$ cat src/rtl/wide_add_sequencer.sv
// wide_add_sequencer: multi-cycle W = N*WORDS bit adder built on a single
// N-bit ripple slice. One word is added per clock, least-significant word
// first, with the inter-word carry held in a register.
//
// Handshake: start is sampled only in IDLE. An accepted start captures
// a_in/b_in/c_in on that edge. busy is high for exactly WORDS cycles. done is a
// one-cycle pulse that marks sum_out/c_out/ovf as fresh. A start presented
// in the done cycle is accepted, because the FSM is already back in IDLE.

// nbit_full_adder: N-bit ripple-carry adder slice.
module nbit_full_adder #(
  parameter int N = 8
) (
  input  logic [N-1:0] a,
  input  logic [N-1:0] b,
  input  logic         c_in,
  output logic [N-1:0] sum,
  output logic         c_out
);

  logic [N:0] w_c;

  assign w_c[0] = c_in;

  genvar gi;
  generate
    for (gi = 0; gi < N; gi++) begin : g_bit
      assign sum[gi]    = a[gi] ^ b[gi] ^ w_c[gi];
      assign w_c[gi+1]  = (a[gi] & b[gi]) | (w_c[gi] & (a[gi] ^ b[gi]));
    end
  endgenerate

  assign c_out = w_c[N];

endmodule

module wide_add_sequencer #(
  parameter int N     = 8,
  parameter int WORDS = 4
) (
  input  logic                 clk,
  input  logic                 rst,
  input  logic                 start,
  input  logic [N*WORDS-1:0]   a_in,
  input  logic [N*WORDS-1:0]   b_in,
  input  logic                 c_in,
  output logic                 busy,
  output logic                 done,
  output logic [N*WORDS-1:0]   sum_out,
  output logic                 c_out,
  output logic                 ovf
);

  localparam int W    = N * WORDS;
  localparam int IDXW = (WORDS > 1) ? $clog2(WORDS) : 1;
  localparam logic [IDXW-1:0] IDX_LAST = IDXW'(WORDS - 1);

  typedef enum logic {S_IDLE = 1'b0, S_RUN = 1'b1} state_t;

  state_t          r_state;
  state_t          w_state_nxt;

  logic [W-1:0]    r_a_w;
  logic [W-1:0]    r_b_w;
  logic [W-1:0]    r_s_w;
  logic            r_cr;
  logic [IDXW-1:0] r_idx;
  logic            r_a_sign;
  logic            r_b_sign;
  logic            r_done;
  logic [W-1:0]    r_sum;
  logic            r_c_out;
  logic            r_ovf;

  logic [N-1:0]    w_slice_sum;
  logic            w_slice_cout;
  logic            w_accept;
  logic            w_last;

  // The shared slice always sees the low word of the working operands.
  nbit_full_adder #(.N(N)) u_slice (
    .a     (r_a_w[N-1:0]),
    .b     (r_b_w[N-1:0]),
    .c_in  (r_cr),
    .sum   (w_slice_sum),
    .c_out (w_slice_cout)
  );

  assign w_accept = (r_state == S_IDLE) && start;
  assign w_last   = (r_state == S_RUN) && (r_idx == IDX_LAST);

  // State register.
  always_ff @(posedge clk or posedge rst) begin
    if (rst) r_state <= S_IDLE;
    else     r_state <= w_state_nxt;
  end

  // Next-state logic: IDLE -> RUN on start, RUN -> IDLE after the top word.
  always_comb begin
    w_state_nxt = r_state;
    case (r_state)
      S_IDLE:  if (start)  w_state_nxt = S_RUN;
      S_RUN:   if (w_last) w_state_nxt = S_IDLE;
      default: w_state_nxt = S_IDLE;
    endcase
  end

  // Outputs: busy follows the RUN state. The rest come from registers.
  always_comb begin
    busy    = (r_state == S_RUN);
    done    = r_done;
    sum_out = r_sum;
    c_out   = r_c_out;
    ovf     = r_ovf;
  end

  // Working datapath. Operands shift right one word per RUN cycle, and the
  // accumulator fills from the top so the result lands in place after WORDS
  // shifts.
  always_ff @(posedge clk or posedge rst) begin
    if (rst) begin
      r_a_w    <= '0;
      r_b_w    <= '0;
      r_s_w    <= '0;
      r_cr     <= 1'b0;
      r_idx    <= '0;
      r_a_sign <= 1'b0;
      r_b_sign <= 1'b0;
    end else if (w_accept) begin
      r_a_w    <= a_in;
      r_b_w    <= b_in;
      r_s_w    <= '0;
      r_cr     <= c_in;
      r_idx    <= '0;
      r_a_sign <= a_in[W-1];
      r_b_sign <= b_in[W-1];
    end else if (r_state == S_RUN) begin
      r_a_w <= r_a_w >> N;
      r_b_w <= r_b_w >> N;
      r_s_w <= {w_slice_sum, r_s_w[W-1:N]};
      r_cr  <= w_slice_cout;
      r_idx <= w_last ? '0 : r_idx + IDXW'(1);
    end
  end

  // Result registers and the done pulse. They update only on the completion edge.
  always_ff @(posedge clk or posedge rst) begin
    if (rst) begin
      r_done  <= 1'b0;
      r_sum   <= '0;
      r_c_out <= 1'b0;
      r_ovf   <= 1'b0;
    end else begin
      r_done <= w_last;
      if (w_last) begin
        r_sum   <= {w_slice_sum, r_s_w[W-1:N]};
        r_c_out <= w_slice_cout;
        r_ovf   <= (r_a_sign == r_b_sign) && (w_slice_sum[N-1] != r_a_sign);
      end
    end
  end

endmodule

$ cat config.mk
export PLATFORM = sky130hd
export DESIGN_NAME = wide_add_sequencer
export DESIGN_NICKNAME = d
export VERILOG_FILES = /design/src/rtl/wide_add_sequencer.sv
export SDC_FILE = /design/constraint.sdc
export NUM_CORES = 1
export LEC_CHECK = 0
export ABC_AREA = 1
export CORE_UTILIZATION = 45
export DETAILED_ROUTE_END_ITERATION = 7
export PLACE_DENSITY = 0.69
export SETUP_SLACK_MARGIN = 0.1
export SLEW_MARGIN = 20
export SYNTH_ARGS = -nofsm -noshare
export SYNTH_HDL_FRONTEND = slang
export SYNTH_SLANG_ARGS = --single-unit
$ cat constraint.sdc
create_clock -name clk -period 9.05 [get_ports clk]
set_clock_uncertainty 0.1 [all_clocks]
set_input_delay 1.81 -clock clk [delete_from_list [all_inputs] [get_ports clk]]
set_output_delay 1.81 -clock clk [all_outputs]
set_load 0.01 [all_outputs]
### After elaboration in Yosys (flattened, before gate mapping)

Index checks and enable logic that the tools add are counted.

| word-level totals | value |
|---|---|
| register bits | 137 |
| bits in latches | 0 |
| RAM bits | 0 |
| memory bits (read-only) | 0 |
| input port bits | 68 |
| memories kept | 0 |

| operators by class | value |
|---|---|
| $add $sub $neg | 1 |
| $mul | 0 |
| divide/modulo/power cells | 0 |
| $lt $le $gt $ge | 0 |
| equality and inequality tests | 3 |
| shift operators | 0 |
| mux-type cells | 14 |
| bitwise gates (word level) | 41 |
| reduce and logical (&&, ||, !) cells | 4 |

Operator list:

| kind | number |
|---|---|
| 32-bit two-way mux | 6 |
| 1-bit AND | 16 |
| 1-bit bitwise XOR | 16 |
| 1-bit bitwise OR | 8 |
| 2-bit two-way mux | 3 |
| 1-bit two-way mux | 4 |
| 1-bit logical AND | 3 |
| 2-bit by 1-bit adder with 2-bit output (second input constant) | 1 |
| 2-bit equality test (second input constant) | 1 |
| 1-bit case mux with 2 select lines | 1 |
| 2-bit nonzero test | 1 |
| 1-bit equality test | 1 |
| 1-bit inequality test | 1 |
| 1-bit NOT | 1 |

### Longest topological paths before layout

Gate-level depths: netlist of run 1.

| logic depth | value |
|---|---|
| word-level depth | 19 |
| gate-level depth with buffers | 19 |
| depth with buffers taken out | 19 |

### By module

A second synthesis of run 1 with hierarchy kept.

| second synthesis, totals | value |
|---|---|
| cells, all modules | 563 |
| area, all modules | 5265.0 sq um |

By module, submodules not included:

| module | times used | cells each | area an instance (sq um) |
|---|---|---|---|
| wide_add_sequencer | 1 | 545 | 5067.4 |
| nbit_full_adder | 1 | 18 | 197.7 |

### Worst setup path before layout of run 1

OpenSTA, ideal clock, no wires.

| path | value |
|---|---|
| path kind | register -> register |
| start | register r_a_w[0] |
| end | register r_ovf (netlist: ovf) |
| data arrival time | 3.308 ns |
| data required time | 8.834 ns |
| setup slack | 5.525 ns |
| stages on the path, launching flop included | 20 |
| clock period less this slack | 3.525 ns |
| cell sequence | dfrtp_1 > inv_1 > fa_1 > inv_1 > fa_1 > inv_1 > fa_1 > inv_1 > fa_1 > inv_1 > fa_1 > inv_1 > fa_1 > fa_1 > fa_1 > inv_1 > nand3_1 > nand2_1 > nand2_1 > nand2_1 |

| between the ends | value |
|---|---|
| word-level cells in the longest chain between the ends | 18 |

RTL lines:

| what | line | source |
|---|---|---|
| start: declaration | 63 | `logic [W-1:0] r_a_w;` |
| start signal: assignment | 130 | `r_a_w <= a_in;` |
| start signal: assignment | 138 | `r_a_w <= r_a_w >> N;` |
| 1-bit bitwise XOR | 29 | `assign w_c[gi+1] = (a[gi] & b[gi]) \| (w_c[gi] & (a[gi] ^ b[gi]));` |
| 1-bit AND | 29 |  |
| 1-bit bitwise OR * | 29 |  |
| 1-bit AND * | 29 |  |
| 1-bit bitwise OR * | 29 |  |
| 1-bit AND * | 29 |  |
| 1-bit bitwise OR * | 29 |  |
| 1-bit AND * | 29 |  |
| [3 not listed] | -- |  |
| 1-bit AND * | 29 |  |
| 1-bit bitwise OR * | 29 |  |
| 1-bit AND * | 29 |  |
| 1-bit bitwise OR * | 29 |  |
| 1-bit bitwise XOR * | 28 | `assign sum[gi] = a[gi] ^ b[gi] ^ w_c[gi];` |
| net u_slice.sum[7] | 17 | `output logic [N-1:0] sum,` |
| 1-bit inequality test * | 158 | `r_ovf <= (r_a_sign == r_b_sign) && (w_slice_sum[N-1] != r_a_sign);` |
| 1-bit logical AND * | 158 |  |
| end signal: assignment | 158 |  |
| end: declaration | 73 | `logic r_ovf;` |

The timed path passes the listed nets; every way through them passes the cells marked *.
A chain may end at the register's enable or synchronous reset.

### Worst setup path in the final report of run 1

Ends and elaborated chain as after synthesis.

==> flow_metrics.env, run 1 <==
export IMPL_grt_overflow_total=0
export IMPL_cts_buffers=17
export IMPL_setup_violations=0
export IMPL_ys_seq_area_share_pct=62.0
export IMPL_placementRows=38
export IMPL_layout_nets=728
export IMPL_synth_edf_count=0
export IMPL_worstMarginPinSlew_ns=1.02
export IMPL_power_leakage_nw=3.19
export IMPL_async_flop_share_pct=100
export IMPL_synth_distinct_cells=16
export IMPL_coreArea_um2=11100
export IMPL_track_usage_pct=21.5
export IMPL_place_port_buffers=103
export IMPL_io_pins=104
export IMPL_grt_pass1_vias=4027
export IMPL_post_cts_resized=0
export IMPL_cts_hold_buf=0
export IMPL_crit_top_cell="fa_1"
export IMPL_hold_end="r_idx[0]"
export IMPL_wl_met3_um=581
export IMPL_reg2reg_from="r_a_w[0]"
export IMPL_met1Wirelength_mm=5.19
export IMPL_hold_path_class="reg -> reg"
export IMPL_rsz0062_at_grt="false"
export IMPL_cp_num_cells=19
export IMPL_finalSetupTns_ns=0
export IMPL_wire_per_inst_um=14.2
export IMPL_wl_met2_mm=5.49
export IMPL_avgSynthCellArea_um2=9.37
export IMPL_synth_largest_area_cell="dfrtp_1"
export IMPL_drc=0
export IMPL_vdd_drop_max_mv=0.168
export IMPL_drive_above_1_share_pct=6.17
export IMPL_clk_latency_ns=0.41
export IMPL_diodes=0
export IMPL_grt_max_degree=76
export IMPL_finalCritPeriodShare_pct=41.5
export IMPL_synthToLayoutAreaGrowth_pct=32.6
export IMPL_synth_area_leaders="dfrtp_1 (62%), nand2_1 (14%), o21ai_0 (4.6%)"
export IMPL_max_stage_delay_ns=0.52
export IMPL_relSlewSlack_pct=31.7
export IMPL_synth_fp_nets=633
export IMPL_grt_pass1_wl_mm=19.2
export IMPL_r2r_end="ovf"
export IMPL_max_cap_violations=0
export IMPL_routed_wl_mm=11.4
export IMPL_path_max_fanout=3
export IMPL_ant_nets=0
export IMPL_status="finished clean"
export IMPL_ys_ff_latch=129
export IMPL_layout_min_cycle_time_ns=3.76
export IMPL_die_x_um=110
export IMPL_r2r_slack_ns=5.29
export IMPL_cp_end_kind="flip-flop"
export IMPL_hold_path_depth=1
export IMPL_postSynthCellCount=556
export IMPL_start_util_pct=47.0
export IMPL_fmax_mhz=266
export IMPL_cp_slowest_cell="fa_1"
export IMPL_synth_top_area_share_pct=62.0
export IMPL_hold_violations=0
export IMPL_dr_pass1_iters=4
export IMPL_die_area_um2=12000
export IMPL_rr_worst_depth=19
export IMPL_dr_total_vias=3999
export IMPL_drt_iter0_drc=263
export IMPL_die_h_um=110
export IMPL_topRoutingLayerUsed="met4"
export IMPL_place_gp_congestion=0.749
export IMPL_ys_warn_count=0
export IMPL_crit_family="adder cells"
export IMPL_syn_area_um2=5210
export IMPL_synth_ff_type="dfrtp_1"
export IMPL_worstSetupPathType="reg -> reg"
export IMPL_antenna_found_initial=0
export IMPL_placedCellCount=772
export IMPL_clk_pin_slew_ns=0.06
export IMPL_dp_hpwl_mm=7.47
export IMPL_min_from="r_idx[0]"
export IMPL_cts_buffer_depth=2
export IMPL_cp_required_ns=9.25
export IMPL_critPathLaunchType="flip-flop"
export IMPL_clkSinkCount=129
export IMPL_p_per_area_nw_per_um2=330
export IMPL_worstPathCellList="inv_1 -> fa_1 -> inv_1 -> fa_1 -> inv_1 -> fa_1 -> inv_1 -> fa_1 -> inv_1 -> fa_1 -> inv_1 -> fa_1 -> fa_1 -> fa_1 -> inv_1 -> nand3_1 -> nand2_1 -> nand2_1 -> nand2_1"
export IMPL_cp_data_arrival_time_ns=3.96
export IMPL_vias_per_cell=4.97
export IMPL_final_cells=804
export IMPL_cts_root_buffer="clkbuf_16"
export IMPL_slew_viol_final=0
export IMPL_crit_buf_inv=7
export IMPL_h_tree_depth=4
export IMPL_postCtsSetupBuffers=0
export IMPL_cts_tree="done"
==> cell usage after synthesis (2+ instances only) <==
| cell | instances |
|---|---|
| nor2_1 | 4 |
| inv_2 | 2 |
| o21ai_0 | 48 |
| dfrtp_1 | 129 |
| o22ai_1 | 24 |
| nand2_1 | 196 |
| o211ai_1 | 14 |
| fa_1 | 8 |
| buf_2 | 11 |
| clkbuf_1 | 19 |
| nand3_1 | 37 |
| inv_1 | 60 |
==> how the worst max path moves through the flow <==
stage             start  slack (ns)          to
3_3_place_gp        rst        5.24  sum_out[3]
4_1_cts        r_a_w[0]        5.27         ovf
6_report       r_a_w[0]        5.29         ovf
3_5_place_dp        rst        5.19  sum_out[3]
2_1_floorplan       rst        3.70        busy
5_1_grt        r_b_w[0]        5.04         ovf
==> area by class of cell <==
cell class | instances | area, µm²
multi-input combinational | 334 | 1630
tap | 140 | 175
sequential | 129 | 3230
timing repair buffer | 107 | 1060
inverter | 62 | 235
fill | 944 | 4170
clock buffer | 19 | 443
clock inverter | 13 | 136
==> where the power goes <==
part	internal, mW	switching (mW)	total (mW)
Sequential	0.795	0.115	0.910
Combinational	0.306	0.402	0.708
Clock	0.412	0.250	0.662
Total	1.51	0.767	2.28
==> flip-flops by register name, indices dropped and copies added, names as in the netlist <==
register / cells
r_a_w: 32
r_b_w: 32
sum_out: 32
r_s_w: 24
r_idx: 2
busy: 1
c_out: 1
done: 1
ovf: 1
r_a_sign: 1
r_b_sign: 1
r_cr: 1
==> routing by layer <==
metal / GRT usage (%) / vias up
met5: 0 / -
met4: 7.14 / 0
met3: 6.94 / 19
met2: 33.7 / 124
met1: 28.4 / 1897
li1: - / 1959
==> kinds of logic (layout without fill, tap and decap cells) <==
group                    after synthesis  after routing  synth area share, %
AO/OA/AOI/OAI                         87             87                 9.61
adder cells (fa/ha/maj)                9              9                 3.31
flip-flops                           129            129                 62.0
AND/OR/NAND/NOR                      238            238                 18.1
buffers and inverters                 93            201                 7.04
==> through the flow <==
step / utilization (%) / hold slack [ns] / setup slack [ns] / area, µm² / power, mW
2_1_floorplan: - / 0.346 / 3.70 / 5210 / 1.33
3_3_place_gp: 57.1 / 0.357 / 5.24 / 6330 / 1.60
3_5_place_dp: 57.1 / 0.366 / 5.19 / 6330 / 1.63
4_1_cts: 62.4 / 0.380 / 5.27 / 6910 / 2.30
5_1_grt: 62.4 / 0.394 / 5.04 / 6910 / 2.44
6_report: 62.4 / 0.379 / 5.29 / 6910 / 2.28
==> worst reg2reg max path: stages, from the launching register on <==
cell     delay [ns]
dfrtp_1        0.38
inv_1          0.08
fa_1           0.16
inv_1          0.05
fa_1           0.37
inv_1          0.08
fa_1           0.16
inv_1          0.05
fa_1           0.35
inv_1          0.07
fa_1           0.15
inv_1          0.05
fa_1           0.38
fa_1           0.41
fa_1           0.52
inv_1          0.08
nand3_1        0.07
nand2_1        0.05
nand2_1        0.05
nand2_1        0.05
==> layout by cell type, fill, tap and decap left out, types with 2 or more instances in the layout <==
cell,instances
nand3_1,37
o21ai_0,48
o211ai_1,14
inv_2,2
clkinv_2,4
dfrtp_1,129
nor2_1,3
bufinv_16,2
fa_1,8
clkinvlp_4,4
clkdlybuf4s50_1,103
nor2_4,2
buf_4,4
nand2_1,195
inv_1,59
inv_6,2
o22ai_1,24
clkbuf_16,17
Power figures use the tool's default switching activity.
==> inputs of run 2 (changes only) <==
--- a/config.mk
+++ b/config.mk
@@ -8,7 +8,7 @@
 export ABC_AREA = 1
 export CORE_UTILIZATION = 45
 export DETAILED_ROUTE_END_ITERATION = 7
-export PLACE_DENSITY = 0.69
+export PLACE_DENSITY = 0.72
 export SETUP_SLACK_MARGIN = 0.1
 export SLEW_MARGIN = 20
 export SYNTH_ARGS = -nofsm -noshare
==> constraint.sdc (replaced) <==
create_clock -name clk -period 3.19 [get_ports clk]
set_clock_uncertainty 0.1 [all_clocks]
set_input_delay 0.638 -clock clk [delete_from_list [all_inputs] [get_ports clk]]
set_output_delay 0.638 -clock clk [all_outputs]
set_load 0.01 [all_outputs]
==> run 2 against run 1 <==
- routed wire length is 3.5% higher
- critical endpoint is now sum_out[31]
- sequential share of layout area down 0.99 points
- via count is 0.53% higher
- power grew to 2.9 times the previous value
- global-route usage rose by 0.098 points
- first-iteration DRC count is 4.2% lower
- non-clock buffer count grew 10
- worst setup slack got worse by 5.7 ns
- count of clock-buffer cells in the layout rose by 1
- core utilization is 1.3 points higher
- the run now ends with setup timing left
==> flow_metrics.env, run 2 (same netlist as run 1, synthesis figures left out) <==
export IMPL_swShare_pct=33.4
export IMPL_topRoutingLayerUsed="met4"
export IMPL_violations="setup timing"
export IMPL_cts_tree="done"
export IMPL_hold_path_depth=2
export IMPL_io_pins=104
export IMPL_relSlewSlack_pct=32.7
export IMPL_drc=0
export IMPL_power_leakage_nw=3.24
export IMPL_setup_violations=5
export IMPL_worstSetupPathType="reg -> reg"
export IMPL_drive_above_1_share_pct=10.5
export IMPL_place_gp_congestion=0.807
export IMPL_grt_overflow_total=0
export IMPL_met1Wirelength_mm=5.30
export IMPL_reg2reg_from="r_b_w[0]"
export IMPL_timing_final_ws_setup_ns=-0.422
export IMPL_r2r_end="sum_out[31]"
export IMPL_seq_power_share_pct=39.1
export IMPL_vdd_drop_max_mv=0.529
export IMPL_cts_buffers=17
export IMPL_min_from="sum_out[11]"
export IMPL_diodes=0
export IMPL_finalCritPeriodShare_pct=113
export IMPL_grt_max_degree=68
export IMPL_max_stage_delay_ns=0.53
export IMPL_wire_per_inst_um=14.5
export IMPL_max_cap_violations=0
export IMPL_status="complete, but fails checks"
export IMPL_crit_start="r_b_w[0]"
export IMPL_pre_cts_slack_ns=-0.438
export IMPL_place_port_buffers=103
export IMPL_design_area_um2=7060
export IMPL_start_util_pct=47.0
export IMPL_p_per_area_nw_per_um2=945
export IMPL_cp_data_arrival_time_ns=3.83
export IMPL_dp_hpwl_mm=8.08
export IMPL_cp_end_kind="flip-flop"
export IMPL_vias_per_cell=4.94
export IMPL_hold_end="sum_out[11]"
export IMPL_n_fill_cell=881
export IMPL_coreArea_um2=11100
export IMPL_drt_iter0_drc=252
export IMPL_whs_ns=0.381
export IMPL_fmax_mhz=277
export IMPL_hold_violations=0
export IMPL_path_max_fanout=3
export IMPL_rr_worst_depth=17
export IMPL_critPathLaunchType="flip-flop"
export IMPL_antenna_found_initial=0
export IMPL_track_usage_pct=21.6
export IMPL_dpl_cell_area_um2=6410
export IMPL_cp_required_ns=3.41
export IMPL_final_util_pct=63.7
export IMPL_die_h_um=110
export IMPL_cts_root_buffer="clkbuf_16"
export IMPL_cp_slowest_cell="fa_1"
export IMPL_p_sw_mw=2.23
export IMPL_die_x_um=110
export IMPL_grt_pass1_wl_mm=19.5
export IMPL_routed_wl_mm=11.8
export IMPL_final_common_cell="nand2_1"
export IMPL_die_area_um2=12000
export IMPL_worstPathCellList="inv_2 -> fa_2 -> inv_2 -> fa_2 -> inv_2 -> fa_2 -> inv_2 -> fa_2 -> inv_2 -> fa_2 -> inv_2 -> fa_2 -> fa_2 -> fa_1 -> inv_2 -> buf_4 -> o21ai_1"
export IMPL_clk_pin_slew_ns=0.06
export IMPL_layout_min_cycle_time_ns=3.61
export IMPL_r2r_slack_ns=-0.42
export IMPL_hold_path_class="reg -> reg"
export IMPL_final_cell_mix="nand2_1 (195), dfrtp_1 (129), clkdlybuf4s50_1 (103), inv_1 (49), o21ai_0 (47)"
export IMPL_clkPwrFrac_pct=28.8
export IMPL_ant_nets=0
export IMPL_slew_viol_final=0
export IMPL_wl_met3_um=584
export IMPL_layout_nets=738
export IMPL_placementRows=38
export IMPL_combinationalPowerShare_pct=32.1
export IMPL_rsz0062_at_grt="true"
export IMPL_dr_total_vias=4020
export IMPL_dr_pass1_iters=4
export IMPL_cts_buffer_depth=2
export IMPL_h_tree_depth=4
export IMPL_crit_buf_inv=8
export IMPL_clkSinkCount=129
export IMPL_clk_latency_ns=0.41
export IMPL_p_int_mw=4.44
export IMPL_grt_pass1_vias=4104
export IMPL_synthToLayoutAreaGrowth_pct=35.5
export IMPL_wl_met2_mm=5.76
export IMPL_crit_family="adder cells"
export IMPL_worstMarginPinSlew_ns=1.01
run 2: changes by cell type in the layout (fill, tap and decap cells not counted), moves of 2 or more:
cell,before,now
inv_1,59,49
clkbuf_8,1,3
inv_2,2,12
buf_4,4,12
fa_1,8,1
fa_2,0,7
buf_12,0,2
run 2: power groups by stage:
| stage | clock [mW] | combinational, mW | sequential [mW] |
|---|---|---|---|
| final | 1.92 | 2.14 | 2.61 |
| after detailed placement | 0 | 2.04 | 2.62 |
| after global placement | 0 | 1.97 | 2.60 |
| after global routing | 2.02 | 2.40 | 2.67 |
| after CTS | 1.94 | 2.10 | 2.60 |
| after floorplan | 0 | 1.20 | 2.61 |
run 2: worst reg2reg max path, stage by stage (launching register included):
cell and delay (ns):
dfrtp_1 0.39, inv_2 0.07, fa_2 0.19, inv_2 0.04, fa_2 0.32, inv_2 0.06
fa_2 0.18, inv_2 0.04, fa_2 0.32, inv_2 0.06, fa_2 0.18, inv_2 0.04
fa_2 0.34, fa_2 0.37, fa_1 0.53, inv_2 0.06, buf_4 0.12, o21ai_1 0.11
run 2: final cells by class:
type / count / area [µm²] / area share, %
clock buffer: 20 / 467 / 6.61
clock inverter: 12 / 131 / 1.86
inverter: 62 / 236 / 3.35
multi-input combinational: 334 / 1660 / 23.5
sequential: 129 / 3230 / 45.7
tap: 140 / 175 / 2.48
timing repair buffer: 117 / 1160 / 16.5
run 2: what timing repair did:
action	CTS	global route
pin swaps	0	1
hold buffers	0	0
setup endpoints to repair	7	7
resized for setup	6	2
buffers inserted	3	2
run 2: metrics by stage:
stage                     std cells  setup TNS [ns]  power [mW]
after floorplan                 556          -0.511        3.81
after global placement          777          -0.988        4.57
after detailed placement        777           -1.47        4.66
after CTS                       812           -1.41        6.65
after global routing            814           -2.24        7.09
final                           814           -1.58        6.67
run 2: worst max-delay path by stage:
stage | cells past startpoint | to | slack, ns
finish | 17 | sum_out[31] | -0.42
global route | 19 | ovf | -0.55
CTS | 19 | ovf | -0.42
detailed placement | 19 | ovf | -0.44
global placement | 19 | ovf | -0.35
floorplan | 19 | ovf | -0.24
run 2: per-layer routing:
| metal | vias to the layer above | global-route usage [%] |
|---|---|---|
| met2 | 116 | 35.4 |
| met3 | 17 | 6.11 |
| met5 | - | 0 |
| met4 | 0 | 8.19 |
| li1 | 1982 | - |
| met1 | 1905 | 27.3 |
==> inputs of run 3 (changes only) <==
--- a/config.mk
+++ b/config.mk
@@ -6,9 +6,9 @@
 export NUM_CORES = 1
 export LEC_CHECK = 0
 export ABC_AREA = 1
-export CORE_UTILIZATION = 45
+export CORE_UTILIZATION = 35
 export DETAILED_ROUTE_END_ITERATION = 7
-export PLACE_DENSITY = 0.72
+export PLACE_DENSITY_LB_ADDON = 0.25
 export SETUP_SLACK_MARGIN = 0.1
 export SLEW_MARGIN = 20
 export SYNTH_ARGS = -nofsm -noshare
==> run 3 against run 2 <==
- the run still ends with setup timing left
- final cell count grew 4.9%
- sequential share of layout area rose by 0.073 points
- worst setup slack better by 0.015 ns
- cell area decreased by 0.16%
- non-clock buffer count decreased by 3
- fmax grew 0.40%
==> flow_metrics.env, run 3 (same netlist as run 1, synthesis figures left out) <==
export IMPL_drc=0
export IMPL_relSlewSlack_pct=49.2
export IMPL_coreArea_um2=14500
export IMPL_cts_buffers=17
export IMPL_swShare_pct=33.5
export IMPL_antenna_found_initial=0
export IMPL_layout_nets=735
export IMPL_wire_per_inst_um=14.1
export IMPL_combinationalPowerShare_pct=33.2
export IMPL_fmax_mhz=278
export IMPL_worstMarginPinSlew_ns=0.761
export IMPL_timing_final_ws_setup_ns=-0.407
export IMPL_design_area_um2=7050
export IMPL_place_gp_congestion=0.784
export IMPL_critPathLaunchType="flip-flop"
export IMPL_die_area_um2=15400
export IMPL_clk_pin_slew_ns=0.06
export IMPL_clkPwrFrac_pct=26.8
export IMPL_layout_min_cycle_time_ns=3.60
export IMPL_diodes=0
export IMPL_hold_end="r_idx[0]"
export IMPL_drt_iter0_drc=212
export IMPL_p_sw_mw=2.17
export IMPL_violations="setup timing"
export IMPL_pre_cts_slack_ns=-0.437
export IMPL_cts_buffer_depth=2
export IMPL_n_fill_cell=1383
export IMPL_cts_root_buffer="clkbuf_16"
export IMPL_setup_violations=5
export IMPL_rr_worst_depth=17
export IMPL_io_pins=104
export IMPL_hold_path_class="reg -> reg"
export IMPL_min_from="r_idx[0]"
export IMPL_h_tree_depth=4
export IMPL_cts_tree="done"
export IMPL_r2r_slack_ns=-0.41
export IMPL_place_port_buffers=103
export IMPL_grt_pass1_vias=4025
export IMPL_ant_nets=0
export IMPL_grt_pass1_wl_mm=19.6
export IMPL_path_max_fanout=2
export IMPL_clkSinkCount=129
export IMPL_grt_max_degree=87
export IMPL_vias_per_cell=4.69
export IMPL_cp_end_kind="flip-flop"
export IMPL_slew_viol_final=0
export IMPL_dr_pass1_iters=4
export IMPL_seq_power_share_pct=40.0
export IMPL_track_usage_pct=17.2
export IMPL_reg2reg_from="r_a_w[0]"
export IMPL_status="complete, but fails checks"
export IMPL_register_area_um2=3230
export IMPL_r2r_end="r_s_w[31]"
export IMPL_final_common_cell="nand2_1"
export IMPL_max_cap_violations=0
export IMPL_hold_violations=0
export IMPL_cp_data_arrival_time_ns=3.83
export IMPL_final_cell_mix="nand2_1 (195), dfrtp_1 (129), clkdlybuf4s50_1 (103), inv_1 (49), o21ai_0 (47)"
export IMPL_dpl_cell_area_um2=6470
export IMPL_routed_wl_mm=12.1
export IMPL_worstSetupPathType="reg -> reg"
export IMPL_cp_required_ns=3.42
export IMPL_finalCritPeriodShare_pct=113
export IMPL_p_per_area_nw_per_um2=920
export IMPL_whs_ns=0.380
export IMPL_multiInputGateArea_um2=1670
export IMPL_synthToLayoutAreaGrowth_pct=35.3
export IMPL_dp_hpwl_mm=8.35
export IMPL_final_util_pct=48.5
export IMPL_clk_latency_ns=0.41
export IMPL_rsz0062_at_grt="true"
export IMPL_grt_overflow_total=0
export IMPL_start_util_pct=35.8
export IMPL_hold_path_depth=1
export IMPL_drive_above_1_share_pct=9.55
export IMPL_power_leakage_nw=3.22
export IMPL_vdd_drop_max_mv=0.393
export IMPL_dr_total_vias=4006
export IMPL_placementRows=44
export IMPL_die_h_um=124
export IMPL_p_int_mw=4.32
export IMPL_die_x_um=124
run 3: cell types whose count changed in the layout (fill, tap and decap cells not counted), moves of 2 or more:
cell        change
buf_4           -4
clkinvlp_4      -4
bufinv_16       -2
clkbuf_1        +3
clkbuf_8        +2
inv_6           -2
clkinv_2        +3
run 3: metal layers:
| layer | part of all wire [%] | vias up | wire length [µm] | global-route usage (%) |
|---|---|---|---|---|
| li1 | - | 1978 | - | - |
| met1 | 44 | 1890 | 5280 | 20.8 |
| met2 | 48 | 123 | 5810 | 28.7 |
| met3 | 6.1 | 15 | 740 | 4.67 |
| met4 | 2.0 | 0 | 237 | 7.44 |
| met5 | 0 | - | 0 | 0 |
run 3: worst max-delay path by stage:
| stage | from | to | slack (ns) | depth (start not counted) |
|---|---|---|---|---|
| 2_1_floorplan | r_a_w[0] | ovf | -0.24 | 19 |
| 3_3_place_gp | r_a_w[0] | ovf | -0.37 | 19 |
| 3_5_place_dp | r_a_w[0] | ovf | -0.44 | 19 |
| 4_1_cts | r_a_w[0] | ovf | -0.42 | 19 |
| 5_1_grt | r_a_w[0] | ovf | -0.56 | 19 |
| 6_report | r_a_w[0] | r_s_w[31] | -0.41 | 17 |
run 3: through the flow:
stage | std cells | power [mW] | TNS, ns
3_5_place_dp | 820 | 4.72 | -1.41
3_3_place_gp | 820 | 4.64 | -1.06
2_1_floorplan | 556 | 3.81 | -0.511
6_report | 854 | 6.49 | -1.49
5_1_grt | 854 | 6.93 | -2.32
4_1_cts | 853 | 6.52 | -1.35
run 3: timing repair:
action | 4_1_cts | 5_1_grt
setup endpoints to repair | 7 | 7
pin swaps | 0 | 1
resized for setup | 5 | 3
cloned | 0 | 0
setup buffers | 2 | 1
hold buffers | 0 | 0
run 3: cell type report:
class / instances / share of cell area (%)
Clock buffer: 25 / 7.17
Clock inverter: 6 / 0.426
Timing Repair Buffer: 114 / 16.3
Sequential cell: 129 / 45.8
Tap cell: 184 / 3.27
Multi-Input combinational cell: 334 / 23.6
Inverter: 62 / 3.36
run 3: critical path, cell delays in order, from the launching register on:
cell and delay (ns):
dfrtp_1 0.38, inv_2 0.07, fa_2 0.19, inv_2 0.04, fa_2 0.32, inv_2 0.07, fa_2 0.19, inv_2 0.04
fa_2 0.33, inv_2 0.06, fa_2 0.18, inv_2 0.04, fa_2 0.34, fa_2 0.35, fa_1 0.53, inv_2 0.04
buf_4 0.13, o22ai_2 0.12
run 3: power groups by stage:
stage	clock network (mW)	logic, mW	registers [mW]
finish	1.74	2.16	2.60
global route	1.83	2.44	2.67
CTS	1.77	2.15	2.60
detailed placement	0	2.10	2.62
global placement	0	2.04	2.59
floorplan	0	1.20	2.61
